### src/rtl/decode_stage_reg.sv
// Decode stage for the pipelined RV32 core: register file with write-first
// bypass from writeback, main control decode, immediate extension, load-use
// hazard detection and the registered ID/EX boundary (valid, stall, flush).

// Main control decoder: opcode/funct fields to datapath control.
module control_unit (
    input  logic [6:0] opcode,
    input  logic [2:0] funct3,
    input  logic       funct7_5,
    output logic       reg_write,
    output logic       mem_write,
    output logic       jump,
    output logic       branch,
    output logic       alu_src_a,
    output logic       alu_src_b,
    output logic       adder_src,
    output logic [1:0] res_src,
    output logic [3:0] alu_control,
    output logic [2:0] imm_src
);
    // Opcode decode; unknown opcodes fall back to an all-zero (no side effect) control word.
    always_comb begin
        reg_write   = 1'b0;
        mem_write   = 1'b0;
        jump        = 1'b0;
        branch      = 1'b0;
        alu_src_a   = 1'b0;
        alu_src_b   = 1'b0;
        adder_src   = 1'b0;
        res_src     = 2'b00;
        alu_control = 4'b0000;
        imm_src     = 3'd0;
        case (opcode)
            7'b0110011: begin   // R-type ALU
                reg_write   = 1'b1;
                alu_control = {funct7_5, funct3};
            end
            7'b0010011: begin   // I-type ALU; funct7 bit only matters for SRAI
                reg_write   = 1'b1;
                alu_src_b   = 1'b1;
                alu_control = {(funct3 == 3'b101) & funct7_5, funct3};
            end
            7'b0000011: begin   // load
                reg_write = 1'b1;
                alu_src_b = 1'b1;
                res_src   = 2'b01;
            end
            7'b0100011: begin   // store
                mem_write = 1'b1;
                alu_src_b = 1'b1;
                imm_src   = 3'd1;
            end
            7'b1100011: begin   // branch: compare by subtraction
                branch      = 1'b1;
                alu_control = 4'b1000;
                imm_src     = 3'd2;
            end
            7'b1101111: begin   // jal: target from PC
                jump      = 1'b1;
                reg_write = 1'b1;
                res_src   = 2'b10;
                imm_src   = 3'd3;
            end
            7'b1100111: begin   // jalr: target from rs1
                jump      = 1'b1;
                reg_write = 1'b1;
                res_src   = 2'b10;
                alu_src_b = 1'b1;
                adder_src = 1'b1;
            end
            7'b0110111: begin   // lui: immediate passes straight to result
                reg_write = 1'b1;
                res_src   = 2'b11;
                imm_src   = 3'd4;
            end
            7'b0010111: begin   // auipc: PC + immediate
                reg_write = 1'b1;
                alu_src_a = 1'b1;
                alu_src_b = 1'b1;
                imm_src   = 3'd4;
            end
            default: begin
                reg_write = 1'b0;
            end
        endcase
    end
endmodule

// Immediate extension for the I/S/B/J/U formats.
module imm_ext #(
    parameter int DATA_WIDTH = 32
) (
    input  logic [31:7]           instr,
    input  logic [2:0]            imm_src,
    output logic [DATA_WIDTH-1:0] imm_val
);
    logic [31:0] imm32_s;

    // Reassemble the format-specific immediate and sign-extend to DATA_WIDTH.
    always_comb begin
        imm32_s = 32'd0;
        case (imm_src)
            3'd0:    imm32_s = {{20{instr[31]}}, instr[31:20]};
            3'd1:    imm32_s = {{20{instr[31]}}, instr[31:25], instr[11:7]};
            3'd2:    imm32_s = {{19{instr[31]}}, instr[31], instr[7], instr[30:25], instr[11:8], 1'b0};
            3'd3:    imm32_s = {{11{instr[31]}}, instr[31], instr[19:12], instr[20], instr[30:21], 1'b0};
            3'd4:    imm32_s = {instr[31:12], 12'd0};
            default: imm32_s = 32'd0;
        endcase
        imm_val = DATA_WIDTH'($signed(imm32_s));
    end
endmodule

module decode_stage_reg #(
    parameter int ADDRESS_WIDTH = 32,
    parameter int DATA_WIDTH    = 32,
    parameter int REG_COUNT     = 32
) (
    input  logic                     clk,
    input  logic                     rst_n,
    input  logic                     valid_f,
    input  logic [DATA_WIDTH-1:0]    instr_f,
    input  logic [ADDRESS_WIDTH-1:0] pc_f,
    input  logic [ADDRESS_WIDTH-1:0] pc_plus4_f,
    input  logic                     reg_write_w,
    input  logic [4:0]               rd_w,
    input  logic [DATA_WIDTH-1:0]    result_w,
    input  logic                     flush_e,
    output logic                     stall_fd,
    output logic                     valid_e,
    output logic                     illegal_e,
    output logic                     reg_write_e,
    output logic                     mem_write_e,
    output logic                     jump_e,
    output logic                     branch_e,
    output logic                     alu_src_a_e,
    output logic                     alu_src_b_e,
    output logic                     adder_src_e,
    output logic [1:0]               res_src_e,
    output logic [3:0]               alu_control_e,
    output logic [2:0]               funct3_e,
    output logic [DATA_WIDTH-1:0]    rd1_e,
    output logic [DATA_WIDTH-1:0]    rd2_e,
    output logic [DATA_WIDTH-1:0]    imm_val_e,
    output logic [ADDRESS_WIDTH-1:0] pc_e,
    output logic [ADDRESS_WIDTH-1:0] pc_plus4_e,
    output logic [4:0]               rs1_e,
    output logic [4:0]               rs2_e,
    output logic [4:0]               rd_e
);
    localparam int         IDX_W     = $clog2(REG_COUNT);
    localparam logic [5:0] REG_LIMIT = 6'(REG_COUNT);
    localparam logic       IS_RV32E  = (REG_COUNT == 16);

    logic [DATA_WIDTH-1:0] regs_r [REG_COUNT];
    logic [4:0]            rs1_s, rs2_s, rd_s;
    logic [DATA_WIDTH-1:0] rd1_s, rd2_s, imm_s;
    logic                  wr_en_s, hazard_s, issue_s, illegal_s;
    logic                  reg_write_s, mem_write_s, jump_s, branch_s;
    logic                  alu_src_a_s, alu_src_b_s, adder_src_s;
    logic [1:0]            res_src_s;
    logic [3:0]            alu_control_s;
    logic [2:0]            imm_src_s;

    assign rs1_s = instr_f[19:15];
    assign rs2_s = instr_f[24:20];
    assign rd_s  = instr_f[11:7];

    // Writes to x0 and to indices outside the implemented file are dropped; the bypass obeys the same rule.
    assign wr_en_s = reg_write_w & (rd_w != 5'd0) & ({1'b0, rd_w} < REG_LIMIT);

    // RV32E only implements x0..x15, so any field with bit 4 set names a missing register.
    assign illegal_s = IS_RV32E & valid_f & (rs1_s[4] | rs2_s[4] | rd_s[4]);

    assign hazard_s = valid_e & (res_src_e == 2'b01) & (rd_e != 5'd0) & valid_f &
                      ((rd_e == rs1_s) | (rd_e == rs2_s));
    assign stall_fd = hazard_s & ~flush_e;
    assign issue_s  = valid_f & ~flush_e & ~stall_fd;

    control_unit u_control_unit (
        .opcode      (instr_f[6:0]),
        .funct3      (instr_f[14:12]),
        .funct7_5    (instr_f[30]),
        .reg_write   (reg_write_s),
        .mem_write   (mem_write_s),
        .jump        (jump_s),
        .branch      (branch_s),
        .alu_src_a   (alu_src_a_s),
        .alu_src_b   (alu_src_b_s),
        .adder_src   (adder_src_s),
        .res_src     (res_src_s),
        .alu_control (alu_control_s),
        .imm_src     (imm_src_s)
    );

    imm_ext #(.DATA_WIDTH(DATA_WIDTH)) u_imm_ext (
        .instr   (instr_f[31:7]),
        .imm_src (imm_src_s),
        .imm_val (imm_s)
    );

    // Register file storage: cleared on reset, written by the writeback port.
    always_ff @(posedge clk or negedge rst_n) begin
        if (!rst_n) begin
            for (int i = 0; i < REG_COUNT; i++) begin
                regs_r[i] <= '0;
            end
        end else if (wr_en_s) begin
            regs_r[rd_w[IDX_W-1:0]] <= result_w;
        end
    end

    // Operand read for rs1: x0/unimplemented read zero, a same-cycle writeback wins over storage.
    always_comb begin
        rd1_s = '0;
        if ((rs1_s == 5'd0) || ({1'b0, rs1_s} >= REG_LIMIT)) begin
            rd1_s = '0;
        end else if (wr_en_s && (rd_w == rs1_s)) begin
            rd1_s = result_w;
        end else begin
            rd1_s = regs_r[rs1_s[IDX_W-1:0]];
        end
    end

    // Operand read for rs2 with the same zero and bypass rules as rs1.
    always_comb begin
        rd2_s = '0;
        if ((rs2_s == 5'd0) || ({1'b0, rs2_s} >= REG_LIMIT)) begin
            rd2_s = '0;
        end else if (wr_en_s && (rd_w == rs2_s)) begin
            rd2_s = result_w;
        end else begin
            rd2_s = regs_r[rs2_s[IDX_W-1:0]];
        end
    end

    // ID/EX control: a flush, a stall or an empty fetch slot all load a bubble with no side effects.
    always_ff @(posedge clk or negedge rst_n) begin
        if (!rst_n) begin
            valid_e       <= 1'b0;
            illegal_e     <= 1'b0;
            reg_write_e   <= 1'b0;
            mem_write_e   <= 1'b0;
            jump_e        <= 1'b0;
            branch_e      <= 1'b0;
            alu_src_a_e   <= 1'b0;
            alu_src_b_e   <= 1'b0;
            adder_src_e   <= 1'b0;
            res_src_e     <= 2'b00;
            alu_control_e <= 4'b0000;
        end else if (issue_s) begin
            valid_e       <= 1'b1;
            illegal_e     <= illegal_s;
            reg_write_e   <= reg_write_s;
            mem_write_e   <= mem_write_s;
            jump_e        <= jump_s;
            branch_e      <= branch_s;
            alu_src_a_e   <= alu_src_a_s;
            alu_src_b_e   <= alu_src_b_s;
            adder_src_e   <= adder_src_s;
            res_src_e     <= res_src_s;
            alu_control_e <= alu_control_s;
        end else begin
            valid_e       <= 1'b0;
            illegal_e     <= 1'b0;
            reg_write_e   <= 1'b0;
            mem_write_e   <= 1'b0;
            jump_e        <= 1'b0;
            branch_e      <= 1'b0;
            alu_src_a_e   <= 1'b0;
            alu_src_b_e   <= 1'b0;
            adder_src_e   <= 1'b0;
            res_src_e     <= 2'b00;
            alu_control_e <= 4'b0000;
        end
    end

    // ID/EX data: loaded every cycle; meaningless while valid_e is low.
    always_ff @(posedge clk or negedge rst_n) begin
        if (!rst_n) begin
            funct3_e   <= 3'd0;
            rd1_e      <= '0;
            rd2_e      <= '0;
            imm_val_e  <= '0;
            pc_e       <= '0;
            pc_plus4_e <= '0;
            rs1_e      <= 5'd0;
            rs2_e      <= 5'd0;
            rd_e       <= 5'd0;
        end else begin
            funct3_e   <= instr_f[14:12];
            rd1_e      <= rd1_s;
            rd2_e      <= rd2_s;
            imm_val_e  <= imm_s;
            pc_e       <= pc_f;
            pc_plus4_e <= pc_plus4_f;
            rs1_e      <= rs1_s;
            rs2_e      <= rs2_s;
            rd_e       <= rd_s;
        end
    end
endmodule

### config.mk
export PLATFORM = sky130hd
export DESIGN_NAME = decode_stage_reg
export DESIGN_NICKNAME = d
export VERILOG_FILES = /design/src/rtl/decode_stage_reg.sv
export SDC_FILE = /design/constraint.sdc
export NUM_CORES = 2
export LEC_CHECK = 0
export BUFFER_PORTS_ARGS = -buffer_cell sky130_fd_sc_hd__buf_2
export CAP_MARGIN = 20
export CORE_ASPECT_RATIO = 1.25
export CORE_UTILIZATION = 41
export CTS_CLUSTER_SIZE = 16
export DETAILED_ROUTE_END_ITERATION = 16
export SKIP_CTS_REPAIR_TIMING = 1
export SLEW_MARGIN = 10
export SYNTH_ARGS = -nofsm -noshare
export SYNTH_HDL_FRONTEND = slang
export SYNTH_SLANG_ARGS = --single-unit
### constraint.sdc
create_clock -name clk -period 3.5 [get_ports clk]
set_input_delay 0.7 -clock clk [delete_from_list [all_inputs] [get_ports clk]]
set_output_delay 0.7 -clock clk [all_outputs]
set_load 0.03 [all_outputs]
==> run_results.csv <==
group,metric,value,unit
clock_network,tritoncts,"done",
placed_design,port_buffers,330,
timing,rsz_0062_raised_after_global_routing,"no",
worst_setup_path,cp-start-kind,"flop",
worst_setup_path,worstPathCellList,"xnor2_1 > nand3_1 > o22ai_1 > and2_1 > buf_2",
timing,setup_viol,0,
timing,finClkSkew,0.0163,ns
pwr,power_leakage,31.6,nW
outcome,outcome,"finished clean",
synth,synth_nets,4303,
global_routing,grt.met2_usage,0.455,
floorplan,die_area,150000,um2
synth,synth.distinct_cells,54,
synth,ys_seq_elements,1216,
clock_network,clk_pin_slew,0.06,ns
timing,clock.fmax,0.318,GHz
global_routing,grt_util_met1,0.360,
cells_and_area,flow.area_growth_from_synthesis,16.6,%
drt,drcViolationCount,0,
pwr,cellPowerDensity,583,nW/um2
drt,finalWirelength,207,mm
drt,detailedRoute.firstPassIterationCount,5,
cells_and_area,layout-drive-gt1-share,0.490,
clock_network,ctsHtreeMaxLevel,4,
drt,first_iteration_detailed_routing_drc_count,3695,
timing,setup_tns,0,ns
worst_setup_path,worstSetupPathType,"flop to output pin",
timing,hold_violations,0,
cells_and_area,final_cell_area,70800,um2
synth,post_synth_edffs,0,
synth,synth_adder_area_share,0,
drt,detailroute.via_count,40600,
drt,antenna_violating_nets_post_route,0,
pwr,total_power,41.3,mW
global_routing,grt_usage,0.277,
global_routing,aggregate_global_routing_overflow,0,
drt,route.detailed.vias_per_inst,6.28,
cells_and_area,finalNetCount,4580,
synth,syn-instance-count,4165,
synth,complex_gate_fraction_of_the_synthesized_area,0.0634,
worst_setup_path,timing.critical_path.slowest_cell_delay,0.58,ns
synth,synthesis.area,60700,um2
floorplan,die_x_extent,346,um
synth,post_synthesis_mux_area_share,0.379,
synth,synth_simple_gate_area_frac,0.0188,
clock_network,clock-sinks,1216,
global_routing,first_global_vias,41700,
drt,routed_wire_length_per_instance,32.0,um
worst_setup_path,end_kind,"output pin",
synth,share_of_the_synthesized_netlist_area_taken_by_xor_and_xnor_gates,0.00288,
timing,layout_setup_ws,0.359,ns
placed_design,post_dp_cell_area,65400,um2
clock_network,numCtsBuffers,134,
worst_setup_path,cp.required,2.80,ns
placed_design,gpl.final_weighted_congestion,0.834,
synth,async_flop_share,1.00,
global_routing,largest_net_degree_at_the_start_of_global_routing,94,
timing,worst_pin_slew,1.08,ns
placed_design,dpl.hpwl,124,mm
cells_and_area,utilization,0.483,
worst_setup_path,crit_path_top_delay_cell,"dfrtp_1",
worst_setup_path,cp.arrival,2.44,ns
floorplan,die_h,432,um
floorplan,placementRows,157,
cells_and_area,layout_common_cells,"dfrtp_1, mux2_2, mux4_2, mux2i_1, buf_2",
floorplan,top_level_ports,332,
worst_setup_path,category_of_cells_accounting_for_the_largest_share_of_critical_path_delay,"flip-flops",
floorplan,core_region_area,147000,um2
timing,finalWorstPathRequiredPeriod,3.14,ns
clock_network,cts-root-buf,"clkbuf_16",
worst_setup_path,cp_max_fo,4,
cells_and_area,fillCellCount,12700,
flow_run,drv_cap,0,
clock_network,clockBufferDepth,3,
cells_and_area,layout_commonest_cell,"dfrtp_1",
timing,share_of_the_clock_period_used_by_the_worst_path_after_layout,0.897,
global_routing,grt_busiest_layer,"met2",
worst_hold_path,worst_hold_path_type,"input port to flop",
pwr,max-vdd-ir-drop,0.526,mV
global_routing,globalRouteMet3Util,0.0482,
clock_network,clk-insertion-delay-late,0.80,ns
timing,finalMaxSlewViolations,0,
worst_setup_path,path_buf_inv,1,
synth,dominant_combinational_cell_family_by_area_after_synthesis,"multiplexers",
synth,yosysWarningCount,0,
synth,ys_seq_area_frac,0.501,
placed_design,dpl_worst_slack,0.369,ns
timing,maxSlewHeadroom,0.279,
floorplan,initial_core_util,0.414,
synth,synthFlopType,"dfrtp_1",
global_routing,wire_length_of_the_first_global_routing_pass,301,mm
global_routing,grt_antenna_before_repair,19,
synth,postSynthAreaPerCell,14.6,um2
synthesized netlist by cell type (all sizes together) (3+ instances only):
library cell	count	area share
dfrtp	1216	0.50
mux2	1025	0.19
mux4	353	0.13
mux2i	351	0.058
clkbuf	270	0.017
buf	195	0.018
nand2	94	0.0058
a22oi	92	0.011
a21oi	84	0.0069
o22ai	62	0.0064
o21ai	52	0.0043
a211oi	33	0.0041
nor2	33	0.0020
a32o	32	0.0053
o221ai	32	0.0046
o41ai	32	0.0076
a221oi	30	0.0056
nor2b	30	0.0031
a21o	21	0.0026
a221o	18	0.0030
nand2b	17	0.0018
xnor2	14	0.0020
nor3	9	0.00093
nand3	8	0.00066
nand3b	8	0.00099
nor3b	7	0.00087
a22o	6	0.00087
xor2	6	0.00087
nor4	5	0.00051
inv	4	0.00025
a31oi	3	0.00031
and2	3	0.00031
state kept, by name, summed over array words and instances (netlist names), 32 cells and up:
signal / count
imm_val_e: 32
regs_r: 1024
pc_plus4_e: 32
rd1_e: 32
rd2_e: 32
pc_e: 32
logic make-up (layout without fill, tap and decap cells):
logic type | after synthesis | count (layout)
xor gates and xnor gates | 20 | 20
other | 1 | 8
AOI/OAI and AO/OA | 502 | 502
muxes | 1729 | 1729
DFF | 1216 | 1216
and+or+nand+nor | 228 | 228
buffers and inverters | 469 | 853
path summary, 6_finish.rpt:
check | from | end | slack, ns | cells past startpoint
hold / removal | pc_f[4] | pc_e[4] | 0.03 | 1
hold reg to reg | regs_r[1019] | regs_r[1019] | 0.40 | 0
min in group asynchronous | rst_n | pc_e[9] | 0.45 | 2
setup reg to reg | rd_e[1] | res_src_e[0] | 1.20 | 5
max in group asynchronous | rst_n | pc_plus4_e[0] | 1.85 | 3
setup / recovery | rd_e[1] | stall_fd | 0.36 | 5
report_power, final:
| group | internal [mW] | switching (mW) | leakage [nW] |
|---|---|---|---|
| clock network | 9.16 | 6.16 | 2.33 |
| logic | 4.27 | 3.36 | 13.8 |
| registers | 16.5 | 1.84 | 15.4 |
per-stage QoR:
step,hold WS (ns),cells
detailed placement,0.384,6151
finish,0.0273,6464
floorplan,0.404,4165
global route,0.0000548,6460
global placement,0.382,6151
CTS,-0.158,6394
final cells by class:
| class | count | area, um2 | share of cell area |
|---|---|---|---|
| flip-flops and latches | 1216 | 30400 | 0.430 |
| multi-input cells | 2480 | 28400 | 0.402 |
| repair buffers | 606 | 4800 | 0.0678 |
| clock buffers | 192 | 4000 | 0.0565 |
| well taps | 1908 | 2390 | 0.0337 |
| clock inverters | 51 | 729 | 0.0103 |
| diodes | 7 | 17.5 | 0.000247 |
| inverters | 4 | 15.0 | 0.000212 |
layer usage:
metal  part of all wire  routed length, um
met2               0.49             101000
met3              0.059              12100
met4              0.045               9220
met5            0.00049                102
met1               0.41              84400
(Power assumes the default switching activity.)
